`src/rtl/fc_weight_loader.sv`:
```
// FC weight loader: streams packed weight words into a shadow buffer and commits
// them to the active weight_matrix_o register in a single atomic update.
module fc_weight_loader #(
  parameter int MP_BITWIDTH    = 8,
  parameter int FC_INPUT_SIZE  = 4,
  parameter int FC_OUTPUT_SIZE = 2,
  parameter int WORD_W         = 32,
  localparam int W_TOTAL   = MP_BITWIDTH * FC_INPUT_SIZE * FC_OUTPUT_SIZE,
  localparam int NUM_WORDS = (W_TOTAL + WORD_W - 1) / WORD_W,
  localparam int PAD_W     = NUM_WORDS * WORD_W,
  localparam int CNT_W     = $clog2(NUM_WORDS + 1)
) (
  input  logic               clk_i,
  input  logic               rst_n_i,
  input  logic               start_i,
  input  logic               wr_valid_i,
  output logic               wr_ready_o,
  input  logic [WORD_W-1:0]  wr_data_i,
  output logic               busy_o,
  output logic               done_o,
  output logic [CNT_W-1:0]   load_cnt_o,
  output logic               weight_valid_o,
  output logic [W_TOTAL-1:0] weight_matrix_o
);

  typedef enum logic [1:0] {
    S_IDLE,
    S_LOAD,
    S_COMMIT
  } state_t;

  state_t             state_q, state_d;
  logic [CNT_W-1:0]   cnt_q, cnt_d;
  logic [PAD_W-1:0]   shadow_q, shadow_d;
  logic [W_TOTAL-1:0] weight_q, weight_d;
  logic               wvalid_q, wvalid_d;
  logic               done_q, done_d;

  always_ff @(posedge clk_i) begin
    if (!rst_n_i) begin
      state_q  <= S_IDLE;
      cnt_q    <= '0;
      shadow_q <= '0;
      weight_q <= '0;
      wvalid_q <= 1'b0;
      done_q   <= 1'b0;
    end else begin
      state_q  <= state_d;
      cnt_q    <= cnt_d;
      shadow_q <= shadow_d;
      weight_q <= weight_d;
      wvalid_q <= wvalid_d;
      done_q   <= done_d;
    end
  end

  always_comb begin
    state_d  = state_q;
    cnt_d    = cnt_q;
    shadow_d = shadow_q;
    weight_d = weight_q;
    wvalid_d = wvalid_q;
    done_d   = 1'b0;
    case (state_q)
      S_IDLE: begin
        cnt_d = '0;
        if (start_i) state_d = S_LOAD;
      end
      S_LOAD: begin
        // A restart wins over a same-cycle transfer, which is dropped.
        if (start_i) begin
          cnt_d = '0;
        end else if (wr_valid_i) begin
          for (int k = 0; k < NUM_WORDS; k++) begin
            if (cnt_q == CNT_W'(k)) shadow_d[PAD_W-1-k*WORD_W -: WORD_W] = wr_data_i;
          end
          cnt_d = cnt_q + CNT_W'(1);
          if (cnt_q == CNT_W'(NUM_WORDS - 1)) state_d = S_COMMIT;
        end
      end
      S_COMMIT: begin
        // Padding bits of the final word sit below W_TOTAL and are dropped here.
        weight_d = shadow_q[PAD_W-1 -: W_TOTAL];
        wvalid_d = 1'b1;
        done_d   = 1'b1;
        cnt_d    = '0;
        state_d  = S_IDLE;
      end
      default: state_d = S_IDLE;
    endcase
  end

  assign wr_ready_o      = (state_q == S_LOAD);
  assign busy_o          = (state_q != S_IDLE);
  assign done_o          = done_q;
  assign load_cnt_o      = cnt_q;
  assign weight_valid_o  = wvalid_q;
  assign weight_matrix_o = weight_q;

endmodule
```
`config.mk`:
```
export PLATFORM = sky130hd
export DESIGN_NAME = fc_weight_loader
export DESIGN_NICKNAME = d
export VERILOG_FILES = /design/src/rtl/fc_weight_loader.sv
export SDC_FILE = /design/constraint.sdc
export NUM_CORES = 1
export LEC_CHECK = 0
export CORE_MARGIN = 8
export CORE_UTILIZATION = 55
export DETAILED_ROUTE_END_ITERATION = 8
export PLACE_DENSITY = 0.85
export SYNTH_ARGS = -nofsm -noshare
export SYNTH_HDL_FRONTEND = slang
export SYNTH_SLANG_ARGS = --single-unit
```
`constraint.sdc`:
```
create_clock -name clk_i -period 3.5 [get_ports clk_i]
set_clock_uncertainty 0.2 [all_clocks]
set_input_delay 0.525 -clock clk_i [delete_from_list [all_inputs] [get_ports clk_i]]
set_output_delay 0.525 -clock clk_i [all_outputs]
set_load 0.02 [all_outputs]
```
# == Yosys cells after proc, flatten, opt, wreduce, memory -nomap -nowiden ==
# Cells that the tools add are included.
# totals
wordCells,35
ff_bits,134
inputBits,36
# classes
n_eq_ne,8
addsub,1
n_reduce_logical,9
bitwise,1
n_mux,9
# ops
operator,count
two-way mux 2 bit,6
AND reduction 4 bit,3
case mux 2 bit (2 select lines),2
"inequality test 2 bit, second input constant",3
"equality test 2 x 1 -> 1 bit, second input constant",2
zero test 2 bit,2
nonzero test 2 bit,2
"inequality test 3 bit, second input constant",1
"adder 2 x 1 -> 2 bit, second input constant",1
"equality test 2 bit, second input constant",1
"inequality test 2 x 1 -> 1 bit, second input constant",1
AND reduction 2 bit,1
OR reduction 2 bit,1
two-way mux 1 bit,1
inverter 1 bit,1

# == Logic depth before layout (Yosys ltp) ==
# Gate-level depths: netlist of the first run.
# logic_depth
word_depth,5
mapped_depth,7
ltp_nobuf,5

# == Worst setup path after synthesis of the first run ==
# OpenSTA, ideal clock, no wires.
# synth_path
path_kind,register to register
start,"register cnt_q[0], in the netlist load_cnt_o[0]"
end,register shadow_q[10]
period_less_slack_ns,1.644
required_ns,3.228
stages_incl_launch_ff,7
arrival_ns,1.372
setup_slack_ns,1.856
cell_sequence,dfxtp_1 -> ha_1 -> nand2_1 -> nor3b_2 -> buf_6 -> buf_12 -> mux2i_1
# synth_via
elab_chain_len,2
# synth_rtl
element,line_no,rtl
from (decl),33,"logic [CNT_W-1:0] cnt_q, cnt_d;"
from (signal assigned),49,cnt_q <= cnt_d;
equality test 2 x 1 -> 1 bit,75,if (cnt_q == CNT_W'(k)) shadow_d[PAD_W-1-k*WORD_W -: WORD_W] = wr_data_i;
AND reduction 4 bit (no line),n/a,
to (signal assigned),50,shadow_q <= shadow_d;
to (decl),34,"logic [PAD_W-1:0] shadow_q, shadow_d;"
# Every way passes these cells.
# A chain may end at the register's enable or synchronous reset.

# == Final worst setup path of the first run ==
# layout_path
start,register state_q[1]
end,output port busy_o
# layout_via
elab_chain_len,1
# layout_rtl
element,line_no,rtl
from (decl),32,"state_t state_q, state_d;"
from (signal assigned),48,state_q <= state_d;
nonzero test 2 bit,94,assign busy_o = (state_q != S_IDLE);
to (decl),19,"output logic busy_o,"
# Every way passes these cells.

==> results.txt, run 1 <==
----------------------------------------------------
[Global route]
  Global route total overflow ... 0
  Aggregate global-route resource usage ... 18.5%
  Pin count of the biggest net entering global routing ... 166
  Number of global-route vias before repair ... 3938
  Number of antenna violations at the first check in global routing ... 0
  Wire length of the first global-routing pass ... 18.8 mm

[Worst setup path]
  Required time worst endpoint ... 2.77 ns
  Reg-to-reg setup timing slack ... 1.44 ns
  Worst reg2reg endpoint ... shadow_q[45]
  Data arrival time at the worst-slack endpoint ... 1.82 ns
  Category of the most critical setup path ... flip-flop to primary output
  Startpoint of the lowest-slack register-to-register path ... state_q[0]
  Depth of the most critical reg-to-reg path ... 3
  Type of origin of the critical path ... flip-flop
  Critical path capture point type ... primary output
  Crit-path max FO ... 8

[Worst hold path]
  Hold Crit Depth ... 2
  Hold Crit Endpoint ... weight_matrix_o[58]
  Min-delay worst type ... flip-flop to flip-flop
  Hold Path Origin ... shadow_q[58]

[Flow run]
  Number of violations of the max-capacitance limit ... 0

[Die]
  Vertical extent of the die ... 112 microns
  Die Wd ... 112 microns
  Initial Utilization ... 55.8%
  FP Rows ... 35
  Core area ... 9110 sq um
  Total die area ... 12600 sq um
  I/O pin cnt ... 106

[Routing]
  DRT met1 WL ... 4.77 mm
  Routed vias/inst ... 5.15
  DRC Markers ... 0
  Routed length on met3 ... 811 microns
  WL per Instance ... 15.2 microns
  Drt first pass iters ... 5
  Top routing layer used ... met4
  Number of vias in the routed layout ... 3920
  First DRT Iteration DRCs ... 198
  Number of nets with antenna violations after routing ... 0
  Routed met2 length ... 5.83 mm
  Total routed wirelength ... 11.6 mm

[Timing]
  Period minus WS final ... 2.55 ns
  Pins over their slew limit ... 0
  Max frequency ... 393 MHz
  Slew HR ... 43.5%
  Total negative slack for setup checks ... 0 ns
  Slew of the pin with the lowest slew margin ... 0.846 ns
  Final setup violating endpoints ... 0
  Fin Hold WS ... 0.250 ns
  Count of endpoints failing hold in the final timing report ... 0
  Fraction of the cycle the final worst path needs ... 72.7%
  Setup slack of the critical path after layout ... 0.954 ns
  Setup repair after global routing missed its margin ... no

[Layout]
  Count of antenna diodes in the layout ... 0
  Layout fillers ... 664
  Core utilization of the finished layout ... 73.7%
  Layout area overhead ... 32.0%
  Total Nets Final ... 675
  Fraction of final layout cells with drive strength greater than 1 ... 6.62%
  Top library cells by usage in the layout, fill and taps aside ... nand2_1 (226), dfxtp_1 (134), clkdlybuf4s50_1 (104)
  Most common library cell in the layout ignoring fill and taps ... nand2_1

[Logic synthesis]
  Top_reg_cell synth ... dfxtp_1
  Net Count, Synth ... 587
  Netlist area before placement ... 5080 sq um
  Syn Area/Cell ... 9.26 sq um
  Post-synth EDFFs ... 0
  Number of storage elements in the synthesis netlist ... 134
  Register area share after synthesis ... 52.8%
  Total of warnings raised by yosys ... 0
  Distinct cell type count after synthesis ... 26
  Post-synthesis async set-or-reset flop share ... 0%
  Cell count after synthesis ... 549

[Clock network]
  Hold_buf cts ... 0
  Buffers from clock root to sink, at most ... 2
  Post-CTS setup-driven buffer insertion count ... 0
  Number of clock sinks seen by CTS ... 134
  Insertion delay to the later sink of the worst-skew pair ... 0.51 ns
  CTS Buf Count ... 17
  Post-CTS sizing ... 0
  Number of levels in the clock H-tree ... 4
  Clock-pin slew on the worst setup and hold paths ... 0.06 ns
  Root Buffer ... clkbuf_8
  CTS tree ... built

[Power]
  Power Density ... 536 nW/um^2
  Leakage power summed over all cells ... 2.54 nW
  Max rail drop VDD ... 348 uV

[Run status]
  Run status ... completed

[Placement]
  HPWL after DPL ... 7.25 mm
  Pre-CTS setup slack ... 0.916 ns
  Total of buffers placed on input and output ports ... 105
  Global placement routability congestion ... 0.713

----------------------------------------------------
[metal layers]
layer | track usage [%] | vias to the layer above
li1 | - | 1954
met1 | 19.4 | 1850
met2 | 31.8 | 100
met3 | 7.89 | 16
met4 | 8.00 | 0
met5 | 0 | -
[per-stage QoR]
step                power, mW  instances  cell area [sq um]
detailed placement       1.71        729               6070
global route             3.71        761               6710
global placement         1.71        729               6070
CTS                      3.61        761               6710
floorplan                1.65        549               5080
finish                   3.59        761               6710
[worst max-delay path, cell delays in order, from the launching register on]
cell,delay (ns)
dfxtp_1,0.54
or2_2,0.18
clkdlybuf4s50_1,0.60
[flip-flops by register name (all words and copies together), names as in the netlist]
register,cells
weight_matrix_o,64
shadow_q,64
done_o,1
weight_valid_o,1
state_q,2
load_cnt_o,2
[Yosys cell counts, drive strengths merged (2+ instances only)]
| cell type | count | share of area (%) |
|---|---|---|
| ha | 2 | 0.49 |
| a21boi | 64 | 9.5 |
| clkbuf | 15 | 1.1 |
| a21oi | 3 | 0.30 |
| inv | 2 | 0.15 |
| dfxtp | 134 | 53 |
| mux2i | 64 | 13 |
| buf | 24 | 3.7 |
| nor3b | 2 | 0.39 |
| and2 | 2 | 0.25 |
| nand2 | 226 | 17 |
| nor2 | 2 | 0.15 |
[worst max path at each step]
stage | start | end | slack [ns] | cells after the start
after floorplan | load_cnt_o[0] | shadow_q[10] | 1.86 | 6
after global placement | start_i | shadow_q[59] | 1.02 | 3
after detailed placement | start_i | shadow_q[59] | 0.92 | 3
after CTS | state_q[1] | busy_o | 0.94 | 2
after global routing | state_q[1] | busy_o | 0.88 | 2
final | state_q[1] | busy_o | 0.95 | 2
[power breakdown]
| group | internal (mW) | switching, mW | leakage (nW) |
|---|---|---|---|
| clock network | 1.23 | 0.679 | 0.309 |
| logic | 0.0713 | 0.0621 | 1.15 |
| registers | 1.54 | 0.00767 | 1.08 |
| total | 2.84 | 0.749 | 2.54 |
[kinds of logic after synthesis]
kind of cell             share of synthesized area, %
adder cells (fa/ha/maj)                         0.492
AND/OR/NAND/NOR                                  19.1
multiplexers                                     12.6
AO/OA/AOI/OAI                                    10.0
buffers and inverters                            5.00
flip-flops                                       52.8
[final cells by class]
cell class	instances	area, sq um	share of cell area, %
Clock buffer	17	414	6.17
Clock inverter	15	228	3.39
Inverter	2	7.51	0.112
Multi-Input combinational cell	374	2150	32.1
Sequential cell	134	2680	40.0
Tap cell	111	139	2.07
Timing Repair Buffer	108	1080	16.2
Power figures use the tool's default switching activity.
==> run 2: changes to the inputs <==
--- a/config.mk
+++ b/config.mk
@@ -6,9 +6,9 @@
 export NUM_CORES = 1
 export LEC_CHECK = 0
 export CORE_MARGIN = 8
-export CORE_UTILIZATION = 55
+export CORE_UTILIZATION = 51
 export DETAILED_ROUTE_END_ITERATION = 8
-export PLACE_DENSITY = 0.85
+export PLACE_DENSITY = 0.8
 export SYNTH_ARGS = -nofsm -noshare
 export SYNTH_HDL_FRONTEND = slang
 export SYNTH_SLANG_ARGS = --single-unit
==> constraint.sdc (replaced) <==
create_clock -name clk_i -period 2.5 [get_ports clk_i]
set_clock_uncertainty 0.2 [all_clocks]
set_input_delay 0.375 -clock clk_i [delete_from_list [all_inputs] [get_ports clk_i]]
set_output_delay 0.375 -clock clk_i [all_outputs]
set_load 0.02 [all_outputs]
==> run 2 against run 1 <==
Compared with the run above:
- die area is 6.7% higher
- hold slack worse by 0.091 ns
- combinational power is 44% higher
- register-to-register slack worse by 0.73 ns
- sequential power is 39% higher
- first-iteration DRC count is 14% higher
- worst setup slack worse by 0.82 ns
- power is 30% higher
- critical endpoint unchanged
==> results.txt, run 2 (synthesized netlist as in run 1, its figures left out) <==
----------------------------------------------------
[Clock network]
  Number of clock sinks seen by CTS ... 134
  Buffers from clock root to sink, at most ... 2
  Post-CTS sizing ... 0
  Root Buffer ... clkbuf_8
  Number of levels in the clock H-tree ... 4
  Post-CTS setup-driven buffer insertion count ... 0
  Clock-pin slew on the worst setup and hold paths ... 0.06 ns
  Hold_buf cts ... 0
  Insertion delay to the later sink of the worst-skew pair ... 0.50 ns
  CTS Buf Count ... 17
  CTS tree ... built

[Layout]
  Top library cells by usage in the layout, fill and taps aside ... nand2_1 (226), dfxtp_1 (134), clkdlybuf4s50_1 (104)
  Total Nets Final ... 679
  Fraction of final layout cells with drive strength greater than 1 ... 7.03%
  Most common library cell in the layout ignoring fill and taps ... nand2_1
  Count of antenna diodes in the layout ... 0
  Post-Layout Cell Count ... 787
  Layout area overhead ... 32.4%

[Die]
  I/O pin cnt ... 106
  Total die area ... 13400 sq um
  Vertical extent of the die ... 116 microns
  Core area ... 9730 sq um
  FP Rows ... 36
  Initial Utilization ... 52.2%
  Die Wd ... 116 microns

[Placement]
  HPWL after DPL ... 7.69 mm
  Global placement routability congestion ... 0.738
  Total of buffers placed on input and output ports ... 105
  DP Cell Count ... 755

[Routing]
  First DRT Iteration DRCs ... 225
  Drt first pass iters ... 4
  Routed vias/inst ... 4.95
  Number of nets with antenna violations after routing ... 0
  Number of vias in the routed layout ... 3893
  Total routed wirelength ... 11.5 mm
  WL per Instance ... 14.6 microns
  DRC Markers ... 0

[Run status]
  Run status ... completed

[Worst setup path]
  Category of the most critical setup path ... flip-flop to primary output
  Crit-path max FO ... 8
  Number of buffers and inverters on the critical path ... 1
  CP Cell Sequence ... or2_2 -> clkdlybuf4s50_1
  Slowest stage delay, CP ... 0.59 ns
  Data arrival time at the worst-slack endpoint ... 1.79 ns
  Kind of cell adding the most delay to the critical path ... buffers and inverters
  Type of origin of the critical path ... flip-flop
  Reg-to-reg setup timing slack ... 0.71 ns
  Depth of the most critical reg-to-reg path ... 4
  Startpoint of the lowest-slack register-to-register path ... state_q[0]
  Critical path capture point type ... primary output
  Worst reg2reg endpoint ... weight_matrix_o[6]
  Cell with the largest stage delay on the worst path ... clkdlybuf4s50_1
  Required time worst endpoint ... 1.92 ns

[Timing]
  Period minus WS final ... 2.36 ns
  Total negative slack for setup checks ... 0 ns
  Count of endpoints failing hold in the final timing report ... 0
  Pins over their slew limit ... 0
  Fin Hold WS ... 0.160 ns
  Max frequency ... 423 MHz
  Setup repair after global routing missed its margin ... no
  Final setup violating endpoints ... 0
  Fraction of the cycle the final worst path needs ... 94.6%
  Slew of the pin with the lowest slew margin ... 0.640 ns
  Slew HR ... 57.4%

[Worst hold path]
  Hold Crit Depth ... 3
  Hold Crit Endpoint ... shadow_q[2]
  Hold Path Origin ... rst_n_i
  Min-delay worst type ... primary input to flip-flop

[Global route]
  Global routing usage on met3 ... 5.89%
  Met2 Usage GRT ... 30.2%
  Global route total overflow ... 0
  Highest-utilization routing layer at the global route stage ... met2
  Aggregate global-route resource usage ... 17.6%
  Number of global-route vias before repair ... 3991
  Pin count of the biggest net entering global routing ... 75
  Number of antenna violations at the first check in global routing ... 0
  Wire length of the first global-routing pass ... 18.8 mm
  Met1 Use GR ... 20.2%

[Power]
  Power Density ... 695 nW/um^2
  Max rail drop VDD ... 536 uV
  Leakage power summed over all cells ... 2.54 nW

[Flow run]
  Number of violations of the max-capacitance limit ... 0

----------------------------------------------------
==> run 2: changes by cell type in the layout (fill, tap and decap cells not counted), sizes merged <==
cell	delta
inv	-2
clkbuf	+1
buf	+4
clkinv	+4
bufinv	-3
==> run 2: worst max path at each step <==
stage                   from  slack (ns)  depth (start not counted)           end
3_5_place_dp      wr_valid_i        0.33                          5  shadow_q[28]
2_1_floorplan  load_cnt_o[0]        0.86                          6  shadow_q[10]
4_1_cts           state_q[1]        0.10                          2        busy_o
6_report          state_q[1]        0.14                          2        busy_o
5_1_grt           state_q[1]        0.07                          2        busy_o
3_3_place_gp      wr_valid_i        0.43                          5  shadow_q[20]
==> run 2: cell type report <==
| class | count | area (sq um) |
|---|---|---|
| clock buffers | 18 | 418 |
| clock inverters | 14 | 136 |
| fillers | 774 | 3000 |
| inverters | 2 | 7.51 |
| multi-input cells | 374 | 2150 |
| flip-flops and latches | 134 | 2680 |
| well taps | 133 | 166 |
| repair buffers | 112 | 1160 |
==> run 2: tightest hold or removal path: stages <==
cell	delay [ns]
buf_4	0.25
nand2_1	0.12
mux2i_1	0.05
==> run 2: metal layers <==
| layer | routed length (microns) | up-vias |
|---|---|---|
| met1 | 4910 | 1833 |
| met4 | 141 | 0 |
| li1 | - | 1959 |
| met5 | 0 | - |
| met3 | 703 | 10 |
| met2 | 5730 | 91 |
==> run 2: through the flow <==
stage	setup WS (ns)	instance area [sq um]	utilization, %	power (mW)
2_1_floorplan	0.856	5080	-	2.31
5_1_grt	0.0665	6730	69.2	4.82
6_report	0.135	6730	69.2	4.67
3_5_place_dp	0.330	6170	63.5	2.40
4_1_cts	0.104	6730	69.2	4.70
3_3_place_gp	0.429	6170	63.5	2.40
==> run 2: power breakdown <==
| group | switching, mW | internal [mW] | total (mW) |
|---|---|---|---|
| logic | 0.0886 | 0.103 | 0.191 |
| clock network | 0.911 | 1.41 | 2.32 |
| registers | 0.0102 | 2.15 | 2.16 |
